$ cat src/rtl/tinybf_pkg.sv
// ---------------------------------------------------------------------------
// tinybf_pkg
// Shared definitions for the tape access controller: command opcodes and
// controller state encodings, plus small decode helpers used by the
// controller's command path.
// ---------------------------------------------------------------------------
package tinybf_pkg;

  // Tape command opcodes as presented on cmd_op_i.
  typedef enum logic [2:0] {
    OP_PTR_INC   = 3'd0,
    OP_PTR_DEC   = 3'd1,
    OP_CELL_INC  = 3'd2,
    OP_CELL_DEC  = 3'd3,
    OP_CELL_LOAD = 3'd4,
    OP_CELL_READ = 3'd5,
    OP_NOP6      = 3'd6,
    OP_NOP7      = 3'd7
  } tape_op_e;

  // Controller states.
  typedef enum logic [1:0] {
    ST_IDLE = 2'd0,
    ST_RD   = 2'd1,
    ST_RSP  = 2'd2
  } tape_state_e;

  // Commands that need the current cell value from the tape before they can
  // complete, and therefore spend a cycle in ST_RD.
  function automatic logic op_needs_read(input tape_op_e op);
    return (op == OP_CELL_INC) || (op == OP_CELL_DEC) || (op == OP_CELL_READ);
  endfunction

  // Commands that only move the data pointer.
  function automatic logic op_is_ptr(input tape_op_e op);
    return (op == OP_PTR_INC) || (op == OP_PTR_DEC);
  endfunction

endpackage : tinybf_pkg

$ cat src/rtl/tape_access_ctrl.sv
// ---------------------------------------------------------------------------
// tape_access_ctrl
// Executes single tape commands from the core against an external
// 1-cycle-latency, write-first tape RAM. Owns the data pointer.
//
// Ports
//   clk_i, rst_i          clock, asynchronous active-low reset
//   cmd_valid_i/ready_o   command handshake (ready only in IDLE)
//   cmd_op_i, cmd_data_i  opcode and CELL_LOAD store data
//   rsp_valid_o           one-cycle completion pulse
//   rsp_data_o            result value, held until the next response
//   rsp_zero_o            rsp_data_o == 0
//   ptr_o                 current data pointer
//   mem_*                 tape RAM read/write port controls
//
// Timing
//   PTR_INC/PTR_DEC/CELL_LOAD/NOP : IDLE -> RSP            (response at T+1)
//   CELL_INC/CELL_DEC/CELL_READ   : IDLE -> RD -> RSP      (response at T+2)
// ---------------------------------------------------------------------------
module tape_access_ctrl
  import tinybf_pkg::*;
#(
  parameter int CELL_W = 8,
  parameter int DEPTH  = 8,
  localparam int ADDR_W = $clog2(DEPTH)
) (
  input  logic              clk_i,
  input  logic              rst_i,

  input  logic              cmd_valid_i,
  output logic              cmd_ready_o,
  input  logic [2:0]        cmd_op_i,
  input  logic [CELL_W-1:0] cmd_data_i,

  output logic              rsp_valid_o,
  output logic [CELL_W-1:0] rsp_data_o,
  output logic              rsp_zero_o,

  output logic [ADDR_W-1:0] ptr_o,

  output logic              mem_ren_o,
  output logic [ADDR_W-1:0] mem_raddr_o,
  input  logic [CELL_W-1:0] mem_rdata_i,
  output logic              mem_wen_o,
  output logic [ADDR_W-1:0] mem_waddr_o,
  output logic [CELL_W-1:0] mem_wdata_o
);

  // Cell arithmetic wraps modulo 2^CELL_W (no saturation).
  function automatic logic [CELL_W-1:0] cell_step(input logic [CELL_W-1:0] v,
                                                  input logic               dec);
    return dec ? (v - CELL_W'(1)) : (v + CELL_W'(1));
  endfunction

  // Pointer arithmetic wraps modulo DEPTH (DEPTH is a power of two).
  function automatic logic [ADDR_W-1:0] ptr_step(input logic [ADDR_W-1:0] p,
                                                 input logic               dec);
    return dec ? (p - ADDR_W'(1)) : (p + ADDR_W'(1));
  endfunction

  tape_state_e       r_state;
  tape_state_e       w_state_nxt;
  logic [ADDR_W-1:0] r_ptr;
  logic [ADDR_W-1:0] w_ptr_nxt;
  logic [CELL_W-1:0] r_rsp_data;
  logic [CELL_W-1:0] w_rsp_nxt;
  tape_op_e          r_op;
  tape_op_e          w_op;
  logic              w_accept;
  logic              w_ren;
  logic              w_wen;
  logic [CELL_W-1:0] w_wdata;

  assign w_op     = tape_op_e'(cmd_op_i);
  assign w_accept = cmd_valid_i && (r_state == ST_IDLE);

  // Next-state, datapath and tape strobes.
  always_comb begin
    w_state_nxt = r_state;
    w_ptr_nxt   = r_ptr;
    w_rsp_nxt   = r_rsp_data;
    w_ren       = 1'b0;
    w_wen       = 1'b0;
    w_wdata     = cmd_data_i;

    case (r_state)
      ST_IDLE: begin
        if (w_accept) begin
          if (op_is_ptr(w_op)) begin
            w_ptr_nxt   = ptr_step(r_ptr, w_op == OP_PTR_DEC);
            w_rsp_nxt   = CELL_W'(w_ptr_nxt);
            w_state_nxt = ST_RSP;
          end else if (w_op == OP_CELL_LOAD) begin
            w_wen       = 1'b1;
            w_wdata     = cmd_data_i;
            w_rsp_nxt   = cmd_data_i;
            w_state_nxt = ST_RSP;
          end else if (op_needs_read(w_op)) begin
            // Cell value arrives from the RAM during ST_RD.
            w_ren       = 1'b1;
            w_state_nxt = ST_RD;
          end else begin
            w_rsp_nxt   = '0;
            w_state_nxt = ST_RSP;
          end
        end
      end

      ST_RD: begin
        case (r_op)
          OP_CELL_INC, OP_CELL_DEC: begin
            w_wen     = 1'b1;
            w_wdata   = cell_step(mem_rdata_i, r_op == OP_CELL_DEC);
            w_rsp_nxt = w_wdata;
          end
          default: begin
            w_rsp_nxt = mem_rdata_i;
          end
        endcase
        w_state_nxt = ST_RSP;
      end

      ST_RSP: begin
        w_state_nxt = ST_IDLE;
      end

      default: begin
        w_state_nxt = ST_IDLE;
      end
    endcase
  end

  // Control and architectural state: asynchronous reset.
  always_ff @(posedge clk_i or negedge rst_i) begin
    if (!rst_i) begin
      r_state    <= ST_IDLE;
      r_ptr      <= '0;
      r_rsp_data <= '0;
    end else begin
      r_state    <= w_state_nxt;
      r_ptr      <= w_ptr_nxt;
      r_rsp_data <= w_rsp_nxt;
    end
  end

  // Latched opcode is only consulted in ST_RD, which is always entered via
  // an accept that loads it, so it needs no reset.
  always_ff @(posedge clk_i) begin
    if (w_accept) begin
      r_op <= w_op;
    end
  end

  assign cmd_ready_o = (r_state == ST_IDLE);
  assign rsp_valid_o = (r_state == ST_RSP);
  assign rsp_data_o  = r_rsp_data;
  assign rsp_zero_o  = (r_rsp_data == '0);
  assign ptr_o       = r_ptr;

  assign mem_ren_o   = w_ren;
  assign mem_raddr_o = r_ptr;
  assign mem_wen_o   = w_wen;
  assign mem_waddr_o = r_ptr;
  assign mem_wdata_o = w_wdata;

endmodule : tape_access_ctrl
$ cat config.mk
export PLATFORM = sky130hd
export DESIGN_NAME = tape_access_ctrl
export DESIGN_NICKNAME = d
export VERILOG_FILES = /design/src/rtl/tinybf_pkg.sv /design/src/rtl/tape_access_ctrl.sv
export SDC_FILE = /design/constraint.sdc
export NUM_CORES = 1
export LEC_CHECK = 0
export CELL_PAD_IN_SITES_DETAIL_PLACEMENT = 1
export CELL_PAD_IN_SITES_GLOBAL_PLACEMENT = 2
export CORE_MARGIN = 3
export CORE_UTILIZATION = 21
export CTS_BUF_LIST = sky130_fd_sc_hd__clkbuf_16
export DETAILED_ROUTE_END_ITERATION = 10
export PLACE_DENSITY = 0.76
export SLEW_MARGIN = 10
export SYNTH_ARGS = -nofsm -noshare
export SYNTH_HDL_FRONTEND = slang
export SYNTH_SLANG_ARGS = --single-unit
$ cat constraint.sdc
create_clock -name clk_i -period 3.3 [get_ports clk_i]
set_input_delay 0.99 -clock clk_i [delete_from_list [all_inputs] [get_ports clk_i]]
set_output_delay 0.99 -clock clk_i [all_outputs]
set_load 0.02 [all_outputs]
==> run metrics, run 1 <==
status=finished with violations; violated checks=setup timing; CP cell instances=buf_6, xnor2_2, ha_2, or4_4, mux2i_2, xor2_1, mux2_4, buf_6; Peak supply drop=around 0.3 mV; register area share after synthesis=32.2%; PD cells=slightly above 500 nW/um2; gr ovfl total=0; die area=7120 um2; Synth Cell Area=1290 um2; post-detail-place hpwl=3440 um; CP required=2.31 ns; crit-path max cell delay=0.41 ns; Avg Inst Size Synth=8.43 um2; CP Capture Type=output pin; CTS sink count=16; WP data arrival=between 2 and 2.5 ns; diodes inserted=0; total routed wirelength=~4300 um; Clock Skew=0.00375 ns; clock transition at the registers of the reported paths=0.05 ns; Fin Hold WS=0.550 ns; Core Region=about 5700 um2; first-pass GRT wire length=7390 um; Bufs and invs on worst path=2; Final Setup Violations=3; Fin. Hold Viols=0; Fmax=0.288 GHz; Setup Crit Path Kind=in -> out; Max H-tree Level=1; IO Count=52; Synth Register Bits=16; unrepaired setup endpoints after global routing=true; vias in the first global route=1515; Hold-fix buffers, CTS=0; top_reg_cell synth=dfrtp_1; post-route ant nets=0; pre-CTS setup slack=-1.06 ns; fin util=between 30% and 40%; CTS root buf=clkbuf_16; DRT iter0 DRCs=59; port buffer count=51; ys async rst share=around four fifths; crit path time final=about 3.5 ns; vias per cell=around 4.6; Lkg Pwr=0.932 nW; cell mode on critical path=buf_6; Yosys top cell by area=dfrtp_1; cell family with most CP delay=multiplexers; clock buffer depth=2; Die Width=approximately 84 um; All-Layer GR Usage=13.0%; worst-margin pin slew=0.638 ns; FP Rows=27; Placer Congestion=0.776; Die Y=84.4 um; CTS tree=yes; Hold Crit Class=reg -> reg; PnR worst setup slack=-0.169 ns; relative slew slack=57.4%; area grow syn2layout=71.3%; vias after detailed routing=1374; CTS buffer count=3; Filler cells=between 600 and 700; Synth warnings=0; Max Fanout on Critical Path=2; Mapped Nets=177; share of layout cells above drive strength 1=31.7%; initial antenna violation count=0; Syn Inst Count=153; Synth top area share=approximately a quarter; initial core utilization=between 20% and 30%; Wirelength per Cell=~14 um; fin crit share=105%; CP max-delay cell=or4_4; unique cell type count in the Yosys netlist=47; largest cells by area after synthesis=dfrtp_1, edfxtp_1, nand2_1, nor2_1, xnor2_1; Nets=~250; Final Max Slew Viols=0; max_cap viols=0; Post-synth EDFFs=3; Post-route DRC=0; Clk Latency, worst-skew pair=0.25 ns; largest net degree at the start of global routing=15; Critical Path Source Type=input pin; 1st-pass router iterations=4
==> worst min-delay path, stage by stage (launching register included) <==
cell     delay [ns]
dfrtp_1        0.36
nor2_1         0.05
a21oi_1        0.10
==> metrics by stage <==
stage	power, mW	setup TNS (ns)	std cells	area (um2)
floorplan	0.645	-0.0631	153	1310
global placement	0.887	-6.33	291	2020
detailed placement	0.892	-6.36	291	2020
CTS	1.15	-0.696	299	2190
global route	1.22	-0.669	299	2210
finish	1.13	-0.332	299	2210
==> flip-flops by register name, summed over array words and instances, names as in the netlist <==
name	count
mem_raddr_o	3
rsp_data_o	8
r_state	2
r_op	3
==> layer usage <==
| layer | global-route usage (%) | vias to the layer above | share of wire (%) |
|---|---|---|---|
| met5 | 0 | - | 0 |
| met4 | 3.88 | 0 | 1.2 |
| met3 | 2.75 | 4 | 5.0 |
| met2 | 21.9 | 38 | 48 |
| met1 | 16.6 | 639 | 45 |
| li1 | - | 693 | - |
==> logic make-up (layout without fill, tap and decap cells) <==
logic type	after synthesis	count (layout)	share of synthesized area, %
buffers and inverters	17	91	8.53
DFF	16	16	32.2
xor gates and xnor gates	11	11	7.47
AOI/OAI and AO/OA	28	28	16.5
muxes	3	3	2.42
adders and majority gates	2	2	2.52
and+or+nand+nor	76	76	30.4
==> cells in the final DEF, fill, tap and decap left out, drive strengths merged, types with 2 or more instances in the layout <==
master         synthesis  final
a21oi                  4      4
a221oi                 4      4
a22oi                  3      3
a31oi                  4      4
and3                   2      2
and3b                  2      2
buf                   11     42
clkbuf                 2      5
clkdlybuf4s15          0      2
clkdlybuf4s50          0     36
clkinv                 1      2
dfrtp                 13     13
edfxtp                 3      3
inv                    3      3
mux2i                  2      2
nand2                 22     22
nand3                  5      5
nand3b                 2      2
nand4                  2      2
nor2                  24     24
nor2b                  4      4
nor3                   2      2
nor4b                  2      2
o21ai                  6      6
or4                    4      4
xnor2                  8      8
xor2                   3      3
==> power by group <==
part / internal (mW) / total, mW / switching, mW
logic: 0.294 / 0.585 / 0.291
registers: 0.254 / 0.309 / 0.0547
clock network: 0.161 / 0.241 / 0.0798
==> final timing paths <==
check,start,to,slack [ns],cells after the start
worst max-delay path,mem_rdata_i[1],mem_wdata_o[4],-0.17,8
worst min-delay path,rsp_data_o[1],rsp_data_o[1],0.55,2
worst min register to register,rsp_data_o[1],rsp_data_o[1],0.55,2
min in group asynchronous,rst_i,mem_raddr_o[2],1.14,1
max in group asynchronous,rst_i,rsp_data_o[6],1.75,1
worst max register to register,r_op[2],rsp_data_o[4],0.96,8
==> synthesized netlist by cell type, types with 2 or more instances <==
cell and instances:
a21oi_1 4, a221oi_1 4, a22oi_1 3, a31oi_1 4, and3_1 2, buf_4 8, buf_6 2, clkbuf_1 2
dfrtp_1 13, edfxtp_1 3, inv_1 3, mux2i_1 2, nand2_1 22, nand3_1 5, nand3b_1 2, nand4_1 2
nor2_1 22, nor2b_1 3, nor3_1 2, nor4b_1 2, o21ai_0 5, or4_1 4, xnor2_1 8, xor2_1 3
==> layout make-up <==
cell class                 count  area, um2  share of cell area [%]
clock inverter                 1       3.75                   0.170
inverter                       4       15.0                   0.680
multi-input combinational    120        868                    39.3
tap                           72       90.1                    4.08
timing repair buffer          83        742                    33.6
clock buffer                   3       75.1                    3.40
sequential                    16        415                    18.8
==> repair_timing <==
action,in CTS,in global routing
pin swaps,18,12
buffers inserted,4,2
endpoints found under the hold margin,0,0
setup endpoints to repair,10,10
resized for setup,65,21
Note: power is estimated with default switching activity, not from simulation.
==> inputs of run 2 (changes only) <==
- CAP_MARGIN: unset -> 20
==> results of run 2 <==
The final DEF is identical to that of run 1; final timing and power are the same.
==> inputs of run 3 (changes only) <==
- GPL_ROUTABILITY_DRIVEN: unset -> 1
- SLEW_MARGIN: 10 -> 20
==> results of run 3 <==
The final DEF is identical to that of run 1; final timing and power are the same.
